--- config.mk ---
export PLATFORM = sky130hd
export DESIGN_NAME = lap_timer_core
export DESIGN_NICKNAME = d
export VERILOG_FILES = /design/src/rtl/lap_timer_pkg.sv /design/src/rtl/lap_buffer.sv /design/src/rtl/lap_timer_core.sv
export SDC_FILE = /design/constraint.sdc
export NUM_CORES = 1
export LEC_CHECK = 0
export BUFFER_PORTS_ARGS = -buffer_cell sky130_fd_sc_hd__buf_2
export CAP_MARGIN = 40
export CORE_UTILIZATION = 52
export DETAILED_ROUTE_END_ITERATION = 6
export GPL_TIMING_DRIVEN = 0
export PLACE_DENSITY = 0.8
export SYNTH_ARGS = -nofsm -noshare
export SYNTH_HDL_FRONTEND = slang
export SYNTH_SLANG_ARGS = --single-unit
--- constraint.sdc ---
create_clock -name clk_100Hz -period 7.7 [get_ports clk_100Hz]
set_clock_uncertainty 0.2 [all_clocks]
set_input_delay 2.31 -clock clk_100Hz [delete_from_list [all_inputs] [get_ports clk_100Hz]]
set_output_delay 2.31 -clock clk_100Hz [all_outputs]
set_load 0.1 [all_outputs]
--- src/rtl/lap_timer_pkg.sv ---
// Types and constants shared by the lap timer core and its lap buffer.
package lap_timer_pkg;

  localparam int unsigned FIELD_W = 8;
  localparam logic [FIELD_W-1:0] SEXA_MAX  = FIELD_W'(59);
  localparam logic [FIELD_W-1:0] CENTI_MAX = FIELD_W'(99);

  typedef enum logic [1:0] {
    StIdle    = 2'd0,
    StRunning = 2'd1,
    StStopped = 2'd2,
    StExpired = 2'd3
  } state_e;

  typedef struct packed {
    logic [FIELD_W-1:0] hours;
    logic [FIELD_W-1:0] minutes;
    logic [FIELD_W-1:0] seconds;
    logic [FIELD_W-1:0] centisec;
  } time_t;

  localparam int unsigned TIME_W = $bits(time_t);

endpackage

--- src/rtl/lap_buffer.sv ---
// Circular lap snapshot store: append-only until flushed, entries read by age (0 = oldest).
module lap_buffer
  import lap_timer_pkg::*;
#(
  parameter int unsigned Depth = 8,
  parameter int unsigned Width = TIME_W,
  localparam int unsigned IdxW = $clog2(Depth)
) (
  input  logic             clk_i,
  input  logic             rst_i,
  input  logic             flush_i,
  input  logic             wr_en_i,
  input  logic [Width-1:0] wr_data_i,
  input  logic [IdxW-1:0]  rd_idx_i,
  output logic [Width-1:0] rd_data_o,
  output logic [IdxW:0]    count_o,
  output logic             full_o
);

  logic [Width-1:0] mem_q [Depth];
  logic [IdxW-1:0]  wr_ptr_q, wr_ptr_d, rd_addr;
  logic [IdxW:0]    count_q, count_d;
  logic             push;

  always_comb begin
    full_o   = (count_q == (IdxW + 1)'(Depth));
    count_o  = count_q;
    push     = wr_en_i & ~full_o & ~flush_i;
    wr_ptr_d = wr_ptr_q;
    count_d  = count_q;
    if (flush_i) begin
      count_d = '0;
    end else if (push) begin
      wr_ptr_d = wr_ptr_q + 1'b1;
      count_d  = count_q + 1'b1;
    end
    // Oldest entry sits count slots behind the write pointer (modulo Depth).
    rd_addr   = wr_ptr_q - count_q[IdxW-1:0] + rd_idx_i;
    rd_data_o = mem_q[rd_addr];
  end

  always_ff @(posedge clk_i) begin
    if (push) begin
      mem_q[wr_ptr_q] <= wr_data_i;
    end
  end

  always_ff @(posedge clk_i) begin
    if (rst_i) begin
      wr_ptr_q <= '0;
      count_q  <= '0;
    end else begin
      wr_ptr_q <= wr_ptr_d;
      count_q  <= count_d;
    end
  end

endmodule

--- src/rtl/lap_timer_core.sv ---
// hh:mm:ss:xx count-up/countdown timer with expiry alarm, lap capture and lap recall.
module lap_timer_core
  import lap_timer_pkg::*;
#(
  parameter int unsigned HOUR_MAX      = 99,
  parameter int unsigned LAP_DEPTH     = 8,
  parameter int unsigned CD_PRESET_MIN = 1,
  localparam int unsigned IdxW = $clog2(LAP_DEPTH)
) (
  input  logic               clk_100Hz,
  input  logic               rst,
  input  logic               start,
  input  logic               stop,
  input  logic               lap,
  input  logic               clear,
  input  logic               recall_next,
  input  logic               min_inc,
  input  logic               hour_inc,
  input  logic               countdown_mode,
  output logic [FIELD_W-1:0] hours,
  output logic [FIELD_W-1:0] minutes,
  output logic [FIELD_W-1:0] seconds,
  output logic [FIELD_W-1:0] centisec,
  output logic [IdxW:0]      lap_count,
  output logic               lap_full,
  output logic               recall_active,
  output logic [IdxW-1:0]    recall_idx,
  output logic               alarm,
  output logic [1:0]         state_o
);

  localparam logic [FIELD_W-1:0] HourMax = FIELD_W'(HOUR_MAX);
  localparam time_t Preset = '{hours: '0, minutes: FIELD_W'(CD_PRESET_MIN),
                               seconds: '0, centisec: '0};

  function automatic time_t time_inc(time_t t);
    time_t r;
    r = t;
    if (t.centisec != CENTI_MAX) r.centisec = t.centisec + 1'b1;
    else begin
      r.centisec = '0;
      if (t.seconds != SEXA_MAX) r.seconds = t.seconds + 1'b1;
      else begin
        r.seconds = '0;
        if (t.minutes != SEXA_MAX) r.minutes = t.minutes + 1'b1;
        else begin
          r.minutes = '0;
          r.hours   = (t.hours >= HourMax) ? '0 : t.hours + 1'b1;
        end
      end
    end
    return r;
  endfunction

  // Borrow chain; saturates at all-zero.
  function automatic time_t time_dec(time_t t);
    time_t r;
    r = t;
    if (t != '0) begin
      if (t.centisec != '0) r.centisec = t.centisec - 1'b1;
      else begin
        r.centisec = CENTI_MAX;
        if (t.seconds != '0) r.seconds = t.seconds - 1'b1;
        else begin
          r.seconds = SEXA_MAX;
          if (t.minutes != '0) r.minutes = t.minutes - 1'b1;
          else begin
            r.minutes = SEXA_MAX;
            r.hours   = t.hours - 1'b1;
          end
        end
      end
    end
    return r;
  endfunction

  state_e          state_q, state_d;
  time_t           time_q, time_d, tick_val, lap_rd, disp;
  logic            mode_q, alarm_q, alarm_d, rec_act_q, rec_act_d;
  logic [IdxW-1:0] rec_idx_q, rec_idx_d;
  logic            mode_rise, mode_edge, clear_ok, stop_ok, start_ok, adj_ok, lap_ok;
  logic            recall_ok, tick, expire, rec_last;

  always_comb begin
    mode_rise = countdown_mode & ~mode_q;
    mode_edge = countdown_mode ^ mode_q;
    clear_ok  = clear & (state_q != StRunning) & ~mode_edge;
    stop_ok   = stop & (state_q == StRunning) & ~mode_edge;
    start_ok  = start & ((state_q == StIdle) | (state_q == StStopped)) & ~mode_edge & ~clear_ok &
                ~(countdown_mode & (time_q == '0));
    adj_ok    = countdown_mode & (min_inc | hour_inc) & (state_q != StRunning) & ~mode_edge &
                ~clear_ok & ~start_ok;
    lap_ok    = lap & (state_q == StRunning) & ~mode_edge;
    recall_ok = recall_next & ((state_q == StIdle) | (state_q == StStopped)) &
                (lap_count != '0) & ~mode_edge & ~clear_ok & ~start_ok;
    tick      = (state_q == StRunning) & ~stop_ok & ~mode_edge;
    tick_val  = countdown_mode ? time_dec(time_q) : time_inc(time_q);
    expire    = tick & countdown_mode & (tick_val == '0);
    rec_last  = ({1'b0, rec_idx_q} == lap_count - 1'b1);
  end

  always_ff @(posedge clk_100Hz) begin
    if (rst) state_q <= StIdle;
    else     state_q <= state_d;
  end

  always_comb begin
    state_d = state_q;
    if (mode_edge || clear_ok) begin
      state_d = StIdle;
    end else begin
      unique case (state_q)
        StIdle:    if (start_ok) state_d = StRunning;
        StRunning: begin
          if (stop_ok)     state_d = StStopped;
          else if (expire) state_d = StExpired;
        end
        StStopped: if (start_ok) state_d = StRunning;
        StExpired: if (adj_ok) state_d = StStopped;
        default:   state_d = StIdle;
      endcase
    end
  end

  always_comb begin
    state_o  = state_q;
    disp     = rec_act_q ? lap_rd : time_q;
    hours    = disp.hours;
    minutes  = disp.minutes;
    seconds  = disp.seconds;
    centisec = disp.centisec;
    alarm         = alarm_q;
    recall_active = rec_act_q;
    recall_idx    = rec_idx_q;
  end

  always_comb begin
    time_d    = time_q;
    alarm_d   = alarm_q;
    rec_act_d = rec_act_q;
    rec_idx_d = rec_idx_q;
    if (mode_edge || clear_ok) begin
      if (mode_edge) time_d = mode_rise ? Preset : '0;
      else           time_d = countdown_mode ? Preset : '0;
      alarm_d   = 1'b0;
      rec_act_d = 1'b0;
      rec_idx_d = '0;
    end else begin
      if (tick) time_d = tick_val;
      if (expire) alarm_d = 1'b1;
      if (start_ok) begin
        alarm_d   = 1'b0;
        rec_act_d = 1'b0;
        rec_idx_d = '0;
      end
      if (adj_ok) begin
        if (min_inc)  time_d.minutes = (time_q.minutes >= SEXA_MAX) ? '0 : time_q.minutes + 1'b1;
        if (hour_inc) time_d.hours   = (time_q.hours >= HourMax) ? '0 : time_q.hours + 1'b1;
        alarm_d = 1'b0;
      end
      if (recall_ok) begin
        if (!rec_act_q) begin
          rec_act_d = 1'b1;
          rec_idx_d = '0;
        end else if (rec_last) begin
          rec_act_d = 1'b0;
          rec_idx_d = '0;
        end else begin
          rec_idx_d = rec_idx_q + 1'b1;
        end
      end
    end
  end

  always_ff @(posedge clk_100Hz) begin
    // Tracking the level through reset means no spurious edge once reset drops.
    mode_q <= countdown_mode;
    if (rst) begin
      time_q    <= '0;
      alarm_q   <= 1'b0;
      rec_act_q <= 1'b0;
      rec_idx_q <= '0;
    end else begin
      time_q    <= time_d;
      alarm_q   <= alarm_d;
      rec_act_q <= rec_act_d;
      rec_idx_q <= rec_idx_d;
    end
  end

  lap_buffer #(
    .Depth(LAP_DEPTH),
    .Width(TIME_W)
  ) u_lap_buffer (
    .clk_i    (clk_100Hz),
    .rst_i    (rst),
    .flush_i  (clear_ok),
    .wr_en_i  (lap_ok),
    .wr_data_i(time_q),
    .rd_idx_i (rec_idx_q),
    .rd_data_o(lap_rd),
    .count_o  (lap_count),
    .full_o   (lap_full)
  );

endmodule

# Word-level counts from Yosys, hierarchy flattened
# Memories as Yosys holds them, arrays and structs flattened.
# Cells that the tools add are included.
# op_classes
add_sub_neg	14
bitwise	38
order_cmp	2
reduce_logical	17
eq_ne	12
muxes	40
# op_table
op	n
$mux 32	5
$mux 8	12
$logic_not 32->1	2
$mux 17	3
$mux 16	3
$mux 24	2
$add 8x1->8 const B	4
$reduce_bool 32->1	1
$sub 8x1->8 const B	4
$and 1x1->1	28
$reduce_bool 8->1	3
$ne 8x6->1 const B	2
$mux 3	4
$ge 8x6->1 const B	1
$ge 8x7->1 const B	1
$mux 2	4
$ne 8x7->1 const B	1
$not 1->1	7
$add 3x1->3 const B	2
$mux 1	6
$pmux 2 s3	1
$reduce_or 2->1	3
$add 4x1->4 const B	1
$eq 2x2->1 const B	2
other kinds (18)	21
# word_totals
inputBits	10
wordCells	135
reg_bits	47
mem_count	1
output_inout_bits	44
ramBits	256
# mem_list
name	depth	word_bits	read_ports	rd_clocked_by_memory_dff	wr	line	rtl
u_lap_buffer.mem_q	8	32	1	0	1	lap_buffer.sv:20	logic [Width-1:0] mem_q [Depth];

# Logic depth before layout (Yosys ltp)
# depth
ltp_word	11
ltp_mapped	13
ltp_nobuf	11

# By module
# Synthesis repeated with hierarchy kept, for this count alone.
# unflattened
hier_cells	1101
hier_area_um2	14881.8
# by_module_without_submodules
module	area_per_inst_um2	seq_area_each_um2	n_inst	cells_each
lap_buffer	10154.7	7827.5	1	437
lap_timer_core	4727.0	800.8	1	664

# Worst setup path before layout
# OpenSTA, ideal clock, no wires.
# synth_path
path_kind	register to output
startpoint	reg rec_idx_q[1], in the netlist recall_idx[1]
endpoint	out centisec[3]
path_buffers	1
stages_incl_launch_ff	11
path_slack_ps	194
arrival_time_ps	4996
required_time_ps	5190
cell_sequence	dfxtp_1 > inv_1 > fa_1 > inv_1 > fa_1 > xnor2_1 > xnor2_1 > clkbuf_1 > mux4_2 > mux2i_1 > a21oi_1
# synth_between
elab_chain_cells	3
# synth_lines
element	line	rtl
start: declaration	lap_timer_core.sv:80	logic [IdxW-1:0] rec_idx_q, rec_idx_d;
start signal: assignment	lap_timer_core.sv:187	rec_idx_q <= rec_idx_d;
$add 3x3->3	lap_buffer.sv:38	rd_addr = wr_ptr_q - count_q[IdxW-1:0] + rd_idx_i;
$mem_v2 8x32	--	
$mux 32	lap_timer_core.sv:127	disp = rec_act_q ? lap_rd : time_q;
end: declaration	lap_timer_core.sv:23	output logic [FIELD_W-1:0] centisec,
# Every way passes these cells.

# Worst setup path after layout
# layout_path
startpoint	reg u_lap_buffer.wr_ptr_q[1]
endpoint	out hours[2]
# layout_between
elab_chain_cells	4
# layout_lines
element	line	rtl
start: declaration	lap_buffer.sv:21	logic [IdxW-1:0] wr_ptr_q, wr_ptr_d, rd_addr;
start signal: assignment	lap_buffer.sv:53	wr_ptr_q <= wr_ptr_d;
$sub 3x3->3	lap_buffer.sv:38	
$add 3x3->3	lap_buffer.sv:38	
$mem_v2 8x32	--	
$mux 32	lap_timer_core.sv:127	
end: declaration	lap_timer_core.sv:20	output logic [FIELD_W-1:0] hours,
# Every way passes these cells.

==> reports/metrics.csv <==
metric;value;unit
run_status;completed;
power-per-cell-area;204;mW/mm^2
filler_cell_count;2101;
grt_pass1_vias;10147;
antenna_found_initial;0;
post-route-util;0.610;
netlist-cell-type-count;77;
gr-total-overflow;0;
synthTopCellsByArea;edfxtp_1, mux4_2, dfxtp_1;
crit_buf_inv;5;
grt_first_pass_wirelength;60100;um
core_region_area;0.0270;sq mm
route.vias.total;10226;
worstHoldStart;state_o[1];
post_drt_via_cell_ratio;6.61;
fp-row-count;60;
clock-root-buffer;clkbuf_16;
grt_max_degree;23;
reg2regPathDepth;13;
post_synth_most_frequent_cells;edfxtp_1, nor2_1, a21oi_1;
max_cap_viol_count;0;
hold_path_end;state_o[1];
numPortBuffers;53;
min_period_over_period;0.947;
worstMarginPinSlew;0.881;ns
synthesized_netlist_net_count;1100;
synth_largest_type_area_fraction;0.535;
drt_wl_total;39000;um
worst_ir_drop_vdd;0.115;mV
worst_r2r_startpoint;time_q[0];
drt_iter0_drc;1396;
insertion_delay;0.57;ns
worst_hold_path_type;register to register;
floorplan.die_area;0.0283;sq mm
start_kind;register;
path_clk_slew;0.06;ns
synth.ff_latch_count;303;
io_pins;54;
post-layout-total-power;3.36;mW
initial_core_util;0.531;
cts-root-to-sink-buffers;3;
postCtsResizedCells;0;
gp_routability_congestion;0.962;
place_hpwl;26800;um
edff_count_synth;256;
synthDominantAreaCellType;edfxtp_1;
cts-buffers-inserted;30;
synthArstFlopShare;0;
area_growth;14.8;%
timing_worst_setup_path_type;register to output pin;
design.final.nets;1212;
dominantRegCellSynth;edfxtp_1;
critical_path_peak_fanout;10;
tns;0;ns
min_path_cells;2;
route.antenna.remaining_nets;0;
crit-reg2reg-capture;state_o[1];
r2r_setup_slack;3.08;ns
max_clk_rate;137;MHz
crit_start;u_lap_buffer.wr_ptr_q[1];
track_usage;0.281;
timing_hold_violations_final;0;
cpLargestDelayFamily;buffers and inverters;
synthesis.area_per_instance;13.4;sq um
critPathMaxStageDelay;0.68;ns
cp.required;5.19;ns
cts_tree;yes;
floorplan.die.width;168;um
crit_path_end_kind;output pin;
timing.critical_path.arrival;4.78;ns
maxSlewViolCount;0;
yosys.cell_count.top_type;edfxtp_1;
cts.htree.levels;1;
grt_setup_unrepaired;no;
drcViolationCount;0;
netlist_instances;1070;
route.detailed.wl_per_inst;25.2;um
power.static_leakage;5.37;nW
cts_hold_buffers;0;
ys_seq_area_frac;0.601;
min_period;7.29;ns
max_slew_margin;0.413;
clkSinkCount;303;
path_cells;inv_1, fa_1, inv_1, fa_1, xnor2_1, xnor2_2, buf_6, clkbuf_1, mux4_2, mux2i_1, a21oi_1, buf_2;
ys.warnings.count;0;
drt_pass1_iterations;6;
diodes;0;
post-cts-setup-buffer-count;0;
chipHeight;168;um
cp_slowest_cell;clkbuf_1;
finalSetupViolCount;0;
drive_above_1_share;0.191;
combined_area_of_all_synthesized_cells;0.0144;sq mm
worst register-to-register path, stage by stage (launching register included):
cell and delay (ns):
dfxtp_1 0.43, clkbuf_1 0.33, inv_1 0.16, ha_1 0.21, nor3b_1 0.68, nand2_1 0.47
or4_1 0.59, buf_2 0.18, o31a_1 0.27, a22oi_1 0.25, nand4_1 0.18, nor4_2 0.34
o21ai_1 0.11, a21oi_1 0.14
cells by family after synthesis:
family,count (synthesis),share of synthesized area
compound gates,225,0.106
xor+xnor,15,0.00915
fa+ha+maj,20,0.0185
buf+inv,100,0.0268
simple gates,305,0.112
mux,102,0.127
flops,303,0.601
sequential cells by signal (all words and copies together) (netlist names):
signal / cells
mode_q: 1
time_q: 32
state_o: 2
alarm: 1
recall_active: 1
u_lap_buffer.wr_ptr_q: 3
u_lap_buffer.mem_q: 256
u_lap_buffer.count_o: 4
recall_idx: 3
cells in the final DEF, fill, tap and decap left out, drive strengths merged, types with 14 or more instances in the layout:
| cell type | n |
|---|---|
| mux2i | 37 |
| clkbuf | 97 |
| o21ai | 39 |
| nor3 | 24 |
| nor2 | 98 |
| nand2 | 48 |
| edfxtp | 256 |
| nand3 | 27 |
| buf | 93 |
| a22oi | 14 |
| nand4 | 14 |
| ha | 18 |
| inv | 28 |
| nor4 | 17 |
| a21oi | 69 |
| mux4 | 64 |
| dfxtp | 47 |
cell type report:
class                   instances  area (sq um)  share of cell area
well taps                     341           427              0.0259
plain buffers                  72           280              0.0170
repair buffers                 80           626              0.0379
multi-input cells             667          5410               0.328
flip-flops and latches        303          8630               0.523
clock buffers                  38           812              0.0492
clock inverters                18           204              0.0124
inverters                      28           105             0.00637
worst max path at each step:
stage | slack, ns | cells after the start | endpoint
after floorplan | 0.19 | 10 | centisec[3]
after global placement | -2.10 | 7 | u_lap_buffer.mem_q[1][16]
after detailed placement | 1.11 | 12 | hours[2]
after CTS | 0.45 | 12 | hours[2]
after global routing | 0.23 | 12 | hours[2]
final | 0.41 | 12 | hours[2]
report_power, final:
part | internal, mW | switching [mW] | total, mW
clock | 0.882 | 0.628 | 1.51
sequential | 1.75 | 0.00317 | 1.76
combinational | 0.0295 | 0.0682 | 0.0978
metrics by stage:
step,instance area (sq um),std cells,hold slack [ns],setup slack [ns]
5_1_grt,16500,1547,0.347,0.234
3_3_place_gp,15100,1464,0.288,-2.10
6_report,16500,1547,0.293,0.406
3_5_place_dp,15500,1490,0.283,1.11
4_1_cts,16500,1546,0.293,0.447
2_1_floorplan,14400,1070,0.281,0.194
layer usage:
metal	vias up	wire [um]	global-route usage
li1	4460	-	-
met1	5102	16500	0.405
met2	558	17900	0.433
met3	104	3440	0.0527
met4	2	1150	0.0917
met5	-	28	0.00870
Power figures use the tool's default switching activity.
